`config.mk`:
```
export PLATFORM = sky130hd
export DESIGN_NAME = ps2_key_decoder
export DESIGN_NICKNAME = d
export VERILOG_FILES = /design/src/rtl/ps2_pkg.sv /design/src/rtl/ps2_rx_frame.sv /design/src/rtl/ps2_key_decoder.sv
export SDC_FILE = /design/constraint.sdc
export NUM_CORES = 1
export LEC_CHECK = 0
export CORE_MARGIN = 2
export CORE_UTILIZATION = 40
export DETAILED_ROUTE_END_ITERATION = 6
export DONT_BUFFER_PORTS = 1
export PLACE_DENSITY_LB_ADDON = 0.25
export SLEW_MARGIN = 25
export SYNTH_ARGS = -nofsm -noshare
export SYNTH_HDL_FRONTEND = slang
export SYNTH_SLANG_ARGS = --single-unit
```
`constraint.sdc`:
```
create_clock -name clock -period 2.3 [get_ports clock]
set_input_delay 0.115 -clock clock [delete_from_list [all_inputs] [get_ports clock]]
set_output_delay 0.115 -clock clock [all_outputs]
set_load 0.01 [all_outputs]
```
`src/rtl/ps2_pkg.sv`:
```
// Shared definitions for the PS/2 keyboard receiver and make/break decoder:
// receiver state encoding, scan-code prefixes and the game's direction keys.
package ps2_pkg;

  typedef enum logic [1:0] {
    RX_IDLE = 2'd0,
    RX_DATA = 2'd1,
    RX_STOP = 2'd2
  } rx_state_e;

  localparam int unsigned DATA_BITS = 8;

  localparam logic [7:0] PS2_EXT = 8'hE0;
  localparam logic [7:0] PS2_BRK = 8'hF0;

  // Set-2 make codes used by the game; arrows arrive behind an E0 prefix.
  localparam logic [7:0] KEY_W     = 8'h1D;
  localparam logic [7:0] KEY_A     = 8'h1C;
  localparam logic [7:0] KEY_S     = 8'h1B;
  localparam logic [7:0] KEY_D     = 8'h23;
  localparam logic [7:0] KEY_UP    = 8'h75;
  localparam logic [7:0] KEY_LEFT  = 8'h6B;
  localparam logic [7:0] KEY_DOWN  = 8'h72;
  localparam logic [7:0] KEY_RIGHT = 8'h74;

  function automatic logic odd_parity_ok(input logic [7:0] data, input logic par);
    return ^{data, par};
  endfunction

endpackage

```
`src/rtl/ps2_rx_frame.sv`:
```
// PS/2 frame receiver: synchronises the keyboard pins, samples on PS2_CLK
// falling edges and delivers one checked byte per 11-bit frame.
module ps2_rx_frame
  import ps2_pkg::*;
#(
  parameter int unsigned TIMEOUT_CYCLES = 5000
) (
  input  logic       clock,
  input  logic       reset,
  input  logic       ps2_clk,
  input  logic       ps2_dat,
  output logic [7:0] byte_data,
  output logic       byte_valid,
  output logic       byte_error
);

  localparam int unsigned TW = (TIMEOUT_CYCLES > 1) ? $clog2(TIMEOUT_CYCLES) : 1;
  localparam logic [TW-1:0] TMO_LAST = TW'(TIMEOUT_CYCLES - 1);
  localparam logic [3:0] PARITY_IDX = 4'(DATA_BITS);

  logic clk_meta_q, clk_sync_q, clk_prev_q;
  logic dat_meta_q, dat_sync_q;

  rx_state_e state_q, state_d;
  logic [3:0]    bit_cnt_q, bit_cnt_d;
  logic [7:0]    shift_q, shift_d;
  logic          parity_q, parity_d;
  logic [TW-1:0] tmo_cnt_q, tmo_cnt_d;

  logic fall;
  logic tmo_hit;

  // Pins idle high, so the synchronisers reset to 1 to avoid a phantom edge.
  always_ff @(posedge clock) begin
    if (reset) begin
      clk_meta_q <= 1'b1;
      clk_sync_q <= 1'b1;
      clk_prev_q <= 1'b1;
      dat_meta_q <= 1'b1;
      dat_sync_q <= 1'b1;
    end else begin
      clk_meta_q <= ps2_clk;
      clk_sync_q <= clk_meta_q;
      clk_prev_q <= clk_sync_q;
      dat_meta_q <= ps2_dat;
      dat_sync_q <= dat_meta_q;
    end
  end

  assign fall    = clk_prev_q & ~clk_sync_q;
  assign tmo_hit = (tmo_cnt_q == TMO_LAST);

  always_ff @(posedge clock) begin
    if (reset) begin
      state_q   <= RX_IDLE;
      bit_cnt_q <= '0;
      shift_q   <= '0;
      parity_q  <= 1'b0;
      tmo_cnt_q <= '0;
    end else begin
      state_q   <= state_d;
      bit_cnt_q <= bit_cnt_d;
      shift_q   <= shift_d;
      parity_q  <= parity_d;
      tmo_cnt_q <= tmo_cnt_d;
    end
  end

  always_comb begin
    state_d    = state_q;
    bit_cnt_d  = bit_cnt_q;
    shift_d    = shift_q;
    parity_d   = parity_q;
    byte_valid = 1'b0;
    byte_error = 1'b0;

    // Counts cycles since the last sampled edge of the current frame.
    if (state_q == RX_IDLE || fall) begin
      tmo_cnt_d = '0;
    end else begin
      tmo_cnt_d = tmo_cnt_q + 1'b1;
    end

    case (state_q)
      RX_IDLE: begin
        if (fall && !dat_sync_q) begin
          state_d   = RX_DATA;
          bit_cnt_d = '0;
        end
      end

      RX_DATA: begin
        if (fall) begin
          if (bit_cnt_q == PARITY_IDX) begin
            parity_d = dat_sync_q;
            state_d  = RX_STOP;
          end else begin
            shift_d   = {dat_sync_q, shift_q[7:1]};
            bit_cnt_d = bit_cnt_q + 4'd1;
          end
        end else if (tmo_hit) begin
          byte_error = 1'b1;
          state_d    = RX_IDLE;
        end
      end

      RX_STOP: begin
        if (fall) begin
          state_d = RX_IDLE;
          if (dat_sync_q && odd_parity_ok(shift_q, parity_q)) begin
            byte_valid = 1'b1;
          end else begin
            byte_error = 1'b1;
          end
        end else if (tmo_hit) begin
          byte_error = 1'b1;
          state_d    = RX_IDLE;
        end
      end

      default: begin
        state_d = RX_IDLE;
      end
    endcase
  end

  assign byte_data = shift_q;

endmodule

```
`src/rtl/ps2_key_decoder.sv`:
```
// PS/2 keyboard front end for the game: receives scan-code bytes and folds
// E0/F0 prefixes into make (key_valid) and break (key_release) events.
module ps2_key_decoder
  import ps2_pkg::*;
#(
  parameter int unsigned TIMEOUT_CYCLES = 5000
) (
  input  logic       clock,
  input  logic       reset,
  input  logic       PS2_CLK,
  input  logic       PS2_DAT,
  output logic [7:0] last_key_received,
  output logic       key_valid,
  output logic       key_extended,
  output logic       key_release,
  output logic       frame_error
);

  logic [7:0] rx_byte;
  logic       rx_valid;
  logic       rx_error;

  logic       ext_pending_q, ext_pending_d;
  logic       brk_pending_q, brk_pending_d;
  logic [7:0] last_key_q, last_key_d;
  logic       key_ext_q, key_ext_d;
  logic       key_valid_q, key_valid_d;
  logic       key_release_q, key_release_d;
  logic       frame_error_q, frame_error_d;

  ps2_rx_frame #(
    .TIMEOUT_CYCLES(TIMEOUT_CYCLES)
  ) u_rx (
    .clock     (clock),
    .reset     (reset),
    .ps2_clk   (PS2_CLK),
    .ps2_dat   (PS2_DAT),
    .byte_data (rx_byte),
    .byte_valid(rx_valid),
    .byte_error(rx_error)
  );

  always_ff @(posedge clock) begin
    if (reset) begin
      ext_pending_q <= 1'b0;
      brk_pending_q <= 1'b0;
      last_key_q    <= 8'h00;
      key_ext_q     <= 1'b0;
      key_valid_q   <= 1'b0;
      key_release_q <= 1'b0;
      frame_error_q <= 1'b0;
    end else begin
      ext_pending_q <= ext_pending_d;
      brk_pending_q <= brk_pending_d;
      last_key_q    <= last_key_d;
      key_ext_q     <= key_ext_d;
      key_valid_q   <= key_valid_d;
      key_release_q <= key_release_d;
      frame_error_q <= frame_error_d;
    end
  end

  // A bad frame only raises frame_error; prefixes seen so far stay armed.
  always_comb begin
    ext_pending_d = ext_pending_q;
    brk_pending_d = brk_pending_q;
    last_key_d    = last_key_q;
    key_ext_d     = key_ext_q;
    key_valid_d   = 1'b0;
    key_release_d = 1'b0;
    frame_error_d = rx_error;

    if (rx_valid) begin
      if (rx_byte == PS2_EXT) begin
        ext_pending_d = 1'b1;
      end else if (rx_byte == PS2_BRK) begin
        brk_pending_d = 1'b1;
      end else begin
        if (brk_pending_q) begin
          key_release_d = 1'b1;
        end else begin
          last_key_d  = rx_byte;
          key_ext_d   = ext_pending_q;
          key_valid_d = 1'b1;
        end
        ext_pending_d = 1'b0;
        brk_pending_d = 1'b0;
      end
    end
  end

  assign last_key_received = last_key_q;
  assign key_extended      = key_ext_q;
  assign key_valid         = key_valid_q;
  assign key_release       = key_release_q;
  assign frame_error       = frame_error_q;

endmodule

```
==> key figures, run 1 <==
Status
  • Status: finished, final reports clean

Timing
  • Hold Violations, Final: 0
  • Worst slew pin tran: 0.539 ns
  • Fin Clk Skew: 0.0142 ns
  • Maximum clock frequency: 497 MHz
  • Max Slew Vio Count: 0
  • Final setup violation count: 0
  • Slew headroom: 63.6%
  • RSZ-0062 raised after global routing: false
  • Worst hold slack: 0.0182 ns
  • Fin Setup TNS: 0 ns
  • Tcrit/Tclk final: 87.6%
  • Fin crit period: 2.01 ns

Placement
  • HPWL after detailed placement: 2.60 mm
  • PortBufs: 0
  • GPL Wtd Cong: 0.842
  • Area of placed instances: 0.00231 mm^2

Synthesis
  • Post-synth ARST share: 0%
  • XOR/XNOR Fraction of Synth Area: 8.19%
  • EDFF count, synth: 0
  • Compound-Gate Fraction of Synth Area: 5.91%
  • Cell area after synthesis: 0.00225 mm^2
  • Synth Area per Inst: 9.64 um^2
  • #FFs+latches synth: 47
  • Sequential-to-total area share from yosys stat: 41.9%
  • Synth Warn #: 0
  • Main synth FF type: dfxtp_1
  • Main combinational cell family by area after synthesis: simple AND/OR/NAND/NOR gates
  • Yosys cell types: 44
  • Dominant cell type by area after synthesis: dfxtp_1
  • Synthesized net count: 244
  • Top cells by area, synth: dfxtp_1 (42%), mux2i_1 (10%), nand2b_1 (5.0%)
  • Mux cell area share after synthesis: 11.8%
  • Synth top area share: 41.9%
  • Adder-cell share of the synthesized area: 3.90%
  • Synth Area in Simple Gates: 24.5%
  • Cells after Synth: 233

Pwr
  • Leak pwr: 0.881 nW
  • Pwr dens: 634 mW/mm^2
  • IR drop worst, VDD: 0.403 mV

Drt
  • DR iter-0 viols: 69
  • Antenna-violating nets left: 0
  • Detailed Routing Iterations Pass 1: 4
  • Routed WL: 3.99 mm
  • Vias: 1552
  • Residual DRC: 0
  • Vias per inst: 4.97
  • Drt wl/cell: 12.8 um

Job
  • Max-Cap Viols: 0

Setup path
  • Launching point of the worst reg2reg path: u_rx.state_q[0]
  • WP data required: 2.52 ns
  • Critical Path Sink: last_key_received[3]
  • Endpoint class of the critical path: flop
  • CP Class: reg2reg
  • Setup crit start kind: flop
  • R2R cell count: 7
  • Crit path DAT: 2.23 ns
  • Worst R2R End: last_key_received[3]
  • Critical Path Fanout Max: 9
  • CP startpoint: u_rx.state_q[0]
  • FF-to-FF setup slack: 0.29 ns

Global routing
  • Largest net degree at the start of global routing: 35
  • Initial antenna violation count: 0
  • GRT Total Usage: 13.9%
  • GRT overflow: 0
  • First-pass GRT wire length: 6.87 mm
  • Number of global-route vias before repair: 1452

CTS
  • Cts bufs inserted: 5
  • Clock root buffer: clkbuf_8
  • Skew-Pair Late Insertion Delay: 0.30 ns
  • Clk sink count: 47
  • Clk slew on worst S/H paths: 0.08 ns
  • Bufs on Longest Clock Path: 2
  • # H-tree levels: 2
  • CTS tree: built

Floorplan
  • Die area: 0.00623 mm^2
  • Core area: 0.00547 mm^2
  • Die width: 78.9 um
  • Initial Utilization: 41.0%
  • Row cnt: 27
  • I/O pin count: 16
  • Die Height: 78.9 um

Final layout
  • Fin nets: 250
  • Layout Cell Area excl Fill: 0.00247 mm^2
  • N_diodes: 0
  • Area growth from synthesis to final layout: 9.92%
  • Post-layout util: 45.1%
  • Share of cells above drive strength 1: 9.58%

Worst hold path
  • Min-delay worst type: in2reg
-- cells by family after synthesis --
family	count (synthesis)
AND/OR/NAND/NOR	97
flip-flops	47
multiplexers	25
buffers and inverters	21
AO/OA/AOI/OAI	20
XOR/XNOR	16
adder cells (fa/ha/maj)	7
-- synthesized netlist by cell type (3+ instances only) --
| library cell | count |
|---|---|
| nor2_1 | 25 |
| or3_1 | 4 |
| nand3_1 | 10 |
| a21oi_1 | 8 |
| nor3_1 | 8 |
| xor2_1 | 3 |
| nor4_1 | 3 |
| or2_2 | 5 |
| o21ai_0 | 4 |
| xnor2_1 | 10 |
| inv_1 | 12 |
| dfxtp_1 | 47 |
| ha_1 | 7 |
| nor4b_1 | 3 |
| nand2b_1 | 18 |
| clkbuf_1 | 7 |
| mux2i_1 | 23 |
| nor2b_1 | 4 |
| nand2_1 | 3 |
-- layout by cell type (no fill, tap or decap), drive strengths merged, types with 2 or more instances in the layout --
cell | Yosys | routed
dfxtp | 47 | 47
xor2 | 3 | 3
nand2 | 3 | 3
o21ai | 4 | 4
nand2b | 18 | 18
nor2b | 4 | 4
xnor2 | 10 | 10
or2 | 5 | 5
and3 | 2 | 2
nand3 | 10 | 10
or3 | 4 | 4
nor4 | 3 | 3
or3b | 2 | 2
inv | 12 | 12
nor3 | 8 | 8
a221oi | 2 | 2
nor4b | 3 | 3
mux2i | 24 | 24
xnor3 | 2 | 2
ha | 7 | 7
dlygate4sd3 | 0 | 4
a21oi | 8 | 8
nor2 | 25 | 25
buf | 2 | 4
a2111o | 2 | 2
clkbuf | 7 | 7
-- stage by stage --
stage	power (mW)	std cells	worst slack, ns
floorplan	1.02	233	0.428
global placement	1.05	298	0.267
detailed placement	1.06	298	0.165
CTS	1.59	310	0.143
global route	1.65	312	0.179
finish	1.57	312	0.286
-- layout make-up --
type | count | area, um^2
fill | 538 | 3000
multi-input combinational | 165 | 1220
sequential | 47 | 941
tap | 72 | 90.1
clock buffer | 7 | 86.3
timing repair buffer | 8 | 80.1
inverter | 12 | 45.0
clock inverter | 1 | 8.76
-- metal layers --
metal	wire (um)	vias up	GRT usage [%]
li1	-	816	-
met1	2060	714	18.9
met2	1740	16	21.5
met3	128	6	3.75
met4	52	0	4.66
met5	0	-	0
-- flip-flops by register name (all words and copies together) (netlist names) --
name and count:
u_rx.clk_sync_q 1, key_release 1, u_rx.dat_meta_q 1, u_rx.byte_data 8, u_rx.bit_cnt_q 4, u_rx.state_q 2
frame_error 1, u_rx.parity_q 1, last_key_received 8, ext_pending_q 1, key_extended 1, u_rx.clk_meta_q 1
u_rx.clk_prev_q 1, u_rx.tmo_cnt_q 13, u_rx.dat_sync_q 1, brk_pending_q 1, key_valid 1
-- worst min path at each step --
stage,slack (ns),cells past startpoint,endpoint,from
3_3_place_gp,0.19,1,u_rx.bit_cnt_q[2],reset
4_1_cts,0.004,2,frame_error,reset
2_1_floorplan,0.22,1,u_rx.clk_meta_q,PS2_CLK
6_report,0.02,2,last_key_received[3],reset
5_1_grt,0.008,2,last_key_received[3],reset
3_5_place_dp,0.19,1,u_rx.bit_cnt_q[2],reset
-- power by group --
part           switching (mW)  internal (mW)
clock network           0.270          0.247
registers              0.0181          0.830
logic                   0.112         0.0894
total                   0.400           1.17
-- timing repair --
item | 4_1_cts | 5_1_grt
setup endpoints to repair | 0 | 1
hold endpoints to repair | 30 | 1
resized for setup | 0 | 0
hold buffers | 4 | 1
buffers inserted | 0 | 1
-- critical path, cell delays in order (launching register included) --
cell and delay (ns):
dfxtp_1 0.35, inv_1 0.09, ha_1 0.19, nand4b_1 0.27
a2111o_1 0.51, mux2i_4 0.18, buf_12 0.16, mux2i_1 0.20
No activity file was read; power rests on OpenSTA's default activity.
==> inputs of run 2 (changes only) <==
--- a/config.mk
+++ b/config.mk
@@ -9,7 +9,7 @@
 export CORE_UTILIZATION = 40
 export DETAILED_ROUTE_END_ITERATION = 6
 export DONT_BUFFER_PORTS = 1
-export PLACE_DENSITY_LB_ADDON = 0.25
+export PLACE_DENSITY = 0.56
 export SLEW_MARGIN = 25
 export SYNTH_ARGS = -nofsm -noshare
 export SYNTH_HDL_FRONTEND = slang
==> run 2 against run 1 <==
  * Power is 0.98% lower
  * Wire length increased by 3.6%
  * Count of clock-buffer cells in the layout shrank 1
  * Flip-flop and latch count unchanged
  * Clock power shrank 3%
  * Largest cell class unchanged
  * Final cell count is 0.32% higher
  * Critical endpoint unchanged
  * Non-clock buffer count up 2
  * Worst hold slack got worse by 0.0040 ns
  * Global-route usage grew 0.83 points
  * Worst setup slack lost 0.081 ns
  * Die area unchanged
  * Combinational power about the same
==> key figures, run 2 (synthesis gave the netlist of run 1 again) <==
Placement
  • Area of placed instances: 0.00233 mm^2 (+0.98%)
  • GPL Wtd Cong: 0.730 (-13%)
  • PortBufs: 0 (unchanged)
  • HPWL after detailed placement: 2.70 mm (+3.7%)
  • Pre-CTS WS: 0.243 ns (+0.0775 ns)

Timing
  • Max Slew Vio Count: 0 (unchanged)
  • Fin Setup TNS: 0 ns (unchanged)
  • Final setup violation count: 0 (unchanged)
  • Slew headroom: 63.9% (+0.29 points)
  • Worst slew pin tran: 0.542 ns (+0.00320 ns)
  • Fin Clk Skew: 0.00478 ns (-0.00946 ns)
  • Fin crit period: 2.10 ns (+0.0813 ns)
  • Tcrit/Tclk final: 91.1% (+3.5 points)
  • Maximum clock frequency: 477 MHz (-3.9%)
  • Hold Violations, Final: 0 (unchanged)
  • RSZ-0062 raised after global routing: false
  • Final Worst Setup Slack: 0.205 ns (-0.0813 ns)

Drt
  • DR iter-0 viols: 75 (+8.7%)
  • Drt wl/cell: 13.2 um (+3.3%)
  • Detailed Routing Iterations Pass 1: 4 (unchanged)
  • Antenna-violating nets left: 0 (unchanged)
  • Routed WL: 4.13 mm (+3.6%)
  • Residual DRC: 0 (unchanged)
  • Vias per inst: 4.93 (-0.83%)
  • Vias: 1544 (-0.52%)

Pwr
  • IR drop worst, VDD: 0.338 mV (-16%)
  • Switching Share: 25.4% (-0.13 points)
  • Net Switching: 394 uW (-1.5%)
  • Pwr dens: 629 mW/mm^2 (-0.78%)
  • Leak pwr: 0.888 nW (+0.78%)
  • Seq pwr share: 54.7% (+0.5 points)
  • Power share of the clock group: 32.2% (-0.8 points)
  • Gate power share: 13.1% (+0.2 points)
  • Pint: 1.16 mW (-0.81%)

Final layout
  • Reg with most FFs: u_rx.tmo_cnt_q
  • Fin nets: 252 (+0.80%)
  • Most common cell after layout, fill and taps aside: dfxtp_1
  • Commonest non-fill, non-tap cells in the layout: dfxtp_1 (47), nor2_1 (25), mux2i_1 (23)
  • Area of the multi-input gates: 0.00122 mm^2 (unchanged)
  • Area growth from synthesis to final layout: 9.69%
  • N_diodes: 0 (unchanged)
  • Number of fill cells: 545 (+1.3%)
  • Layout Cell Area excl Fill: 0.00246 mm^2 (-0.20%)
  • Share of cells above drive strength 1: 10.4% (+0.79 points)
  • Register area: 941 um^2 (unchanged)
  • Largest register FFs: 13 (unchanged)

Setup path
  • CP delay by family, top: compound AO/OA/AOI/OAI gates
  • Setup crit start kind: flop
  • Crit path cell chain: inv_1 -> ha_1 -> nand4b_1 -> a2111o_1 -> mux2i_4 -> buf_4 -> mux2i_1
  • CP max stage delay: 0.50 ns (about the same)
  • CP Class: reg2reg
  • Crit path DAT: 2.32 ns (+0.09 ns)
  • Critical Path Fanout Max: 9 (unchanged)
  • Crit path buffers/inverters: 2 (unchanged)
  • WP data required: 2.52 ns (about the same)
  • Endpoint class of the critical path: flop
  • CP max-delay cell: a2111o_1

Floorplan
  • Core area: 0.00547 mm^2 (unchanged)
  • Die Height: 78.9 um (unchanged)
  • I/O pin count: 16 (unchanged)
  • Row cnt: 27 (unchanged)
  • Die width: 78.9 um (unchanged)
  • Initial Utilization: 41.0% (unchanged)
  • Die area: 0.00623 mm^2 (unchanged)

Global routing
  • GRT Total Usage: 14.8% (+0.83 points)
  • GRT overflow: 0 (unchanged)
  • First-pass GRT wire length: 7.22 mm (+5.0%)
  • Initial antenna violation count: 0 (unchanged)
  • Largest net degree at the start of global routing: 34 (-2.9%)
  • Number of global-route vias before repair: 1503 (+3.5%)

CTS
  • # H-tree levels: 2 (unchanged)
  • Clock root buffer: clkbuf_8
  • CTS tree: built
  • Bufs on Longest Clock Path: 2 (unchanged)
  • Skew-Pair Late Insertion Delay: 0.29 ns (about the same)
  • # Post-CTS Setup Buffers: 0 (unchanged)
  • Cts bufs inserted: 5 (unchanged)
  • Clk sink count: 47 (unchanged)
  • Clk slew on worst S/H paths: 0.08 ns (about the same)

Worst hold path
  • Min-delay worst type: in2reg

Job
  • Max-Cap Viols: 0 (unchanged)

Status
  • Status: finished, final reports clean
run 2: cell types whose count changed in the layout (fill, tap and decap cells not counted), sizes merged:
cell | previous run | this run
buf | 4 | 6
clkbuf | 7 | 6
run 2: timing repair:
item,CTS,global route
endpoints found under the hold margin,29,0
gates resized for setup,0,0
endpoints found under the setup margin,0,0
hold buffers,5,0
run 2: layout make-up:
type                            count  share of cell area, %
Clock buffer                        6                   3.35
Clock inverter                      1                  0.203
Timing Repair Buffer               10                   3.35
Sequential cell                    47                   38.2
Inverter                           12                   1.83
Multi-Input combinational cell    165                   49.4
Tap cell                           72                   3.66
run 2: worst reg2reg max path, cell delays in order, from the launching register on:
cell and delay (ns):
dfxtp_1 0.36, inv_1 0.10, ha_1 0.20, nand4b_1 0.28, a2111o_1 0.50, mux2i_4 0.14
buf_4 0.22, mux2i_1 0.22
run 2: power by group through the flow:
stage / combinational (mW) / sequential [mW] / clock (mW)
2_1_floorplan: 0.154 / 0.863 / 0
6_report: 0.203 / 0.848 / 0.499
5_1_grt: 0.232 / 0.851 / 0.549
3_5_place_dp: 0.187 / 0.868 / 0
4_1_cts: 0.205 / 0.849 / 0.524
3_3_place_gp: 0.191 / 0.866 / 0
run 2: worst paths after layout:
check,startpoint,endpoint,slack [ns],depth (start not counted)
setup reg to reg,u_rx.state_q[0],last_key_received[3],0.20,7
hold reg to reg,u_rx.clk_meta_q,u_rx.clk_sync_q,0.41,1
hold / removal,reset,last_key_received[1],0.01,2
setup / recovery,u_rx.state_q[0],last_key_received[3],0.20,7
run 2: stage by stage:
step           hold slack, ns  instances  total power, mW  util (%)
2_1_floorplan           0.219        233             1.02         -
3_3_place_gp            0.189        301             1.06      42.6
3_5_place_dp            0.191        301             1.06      42.6
4_1_cts               0.00367        313             1.58      45.1
5_1_grt                0.0231        313             1.63      45.0
6_report               0.0142        313             1.55      45.0
run 2: layer usage:
layer	GRT usage [%]	vias to the layer above	routed length [um]	part of all wire, %
li1	-	821	-	-
met1	20.8	699	2220	54
met2	22.1	20	1740	42
met3	3.52	4	121	2.9
met4	5.17	0	44	1.1
met5	0	-	0	0
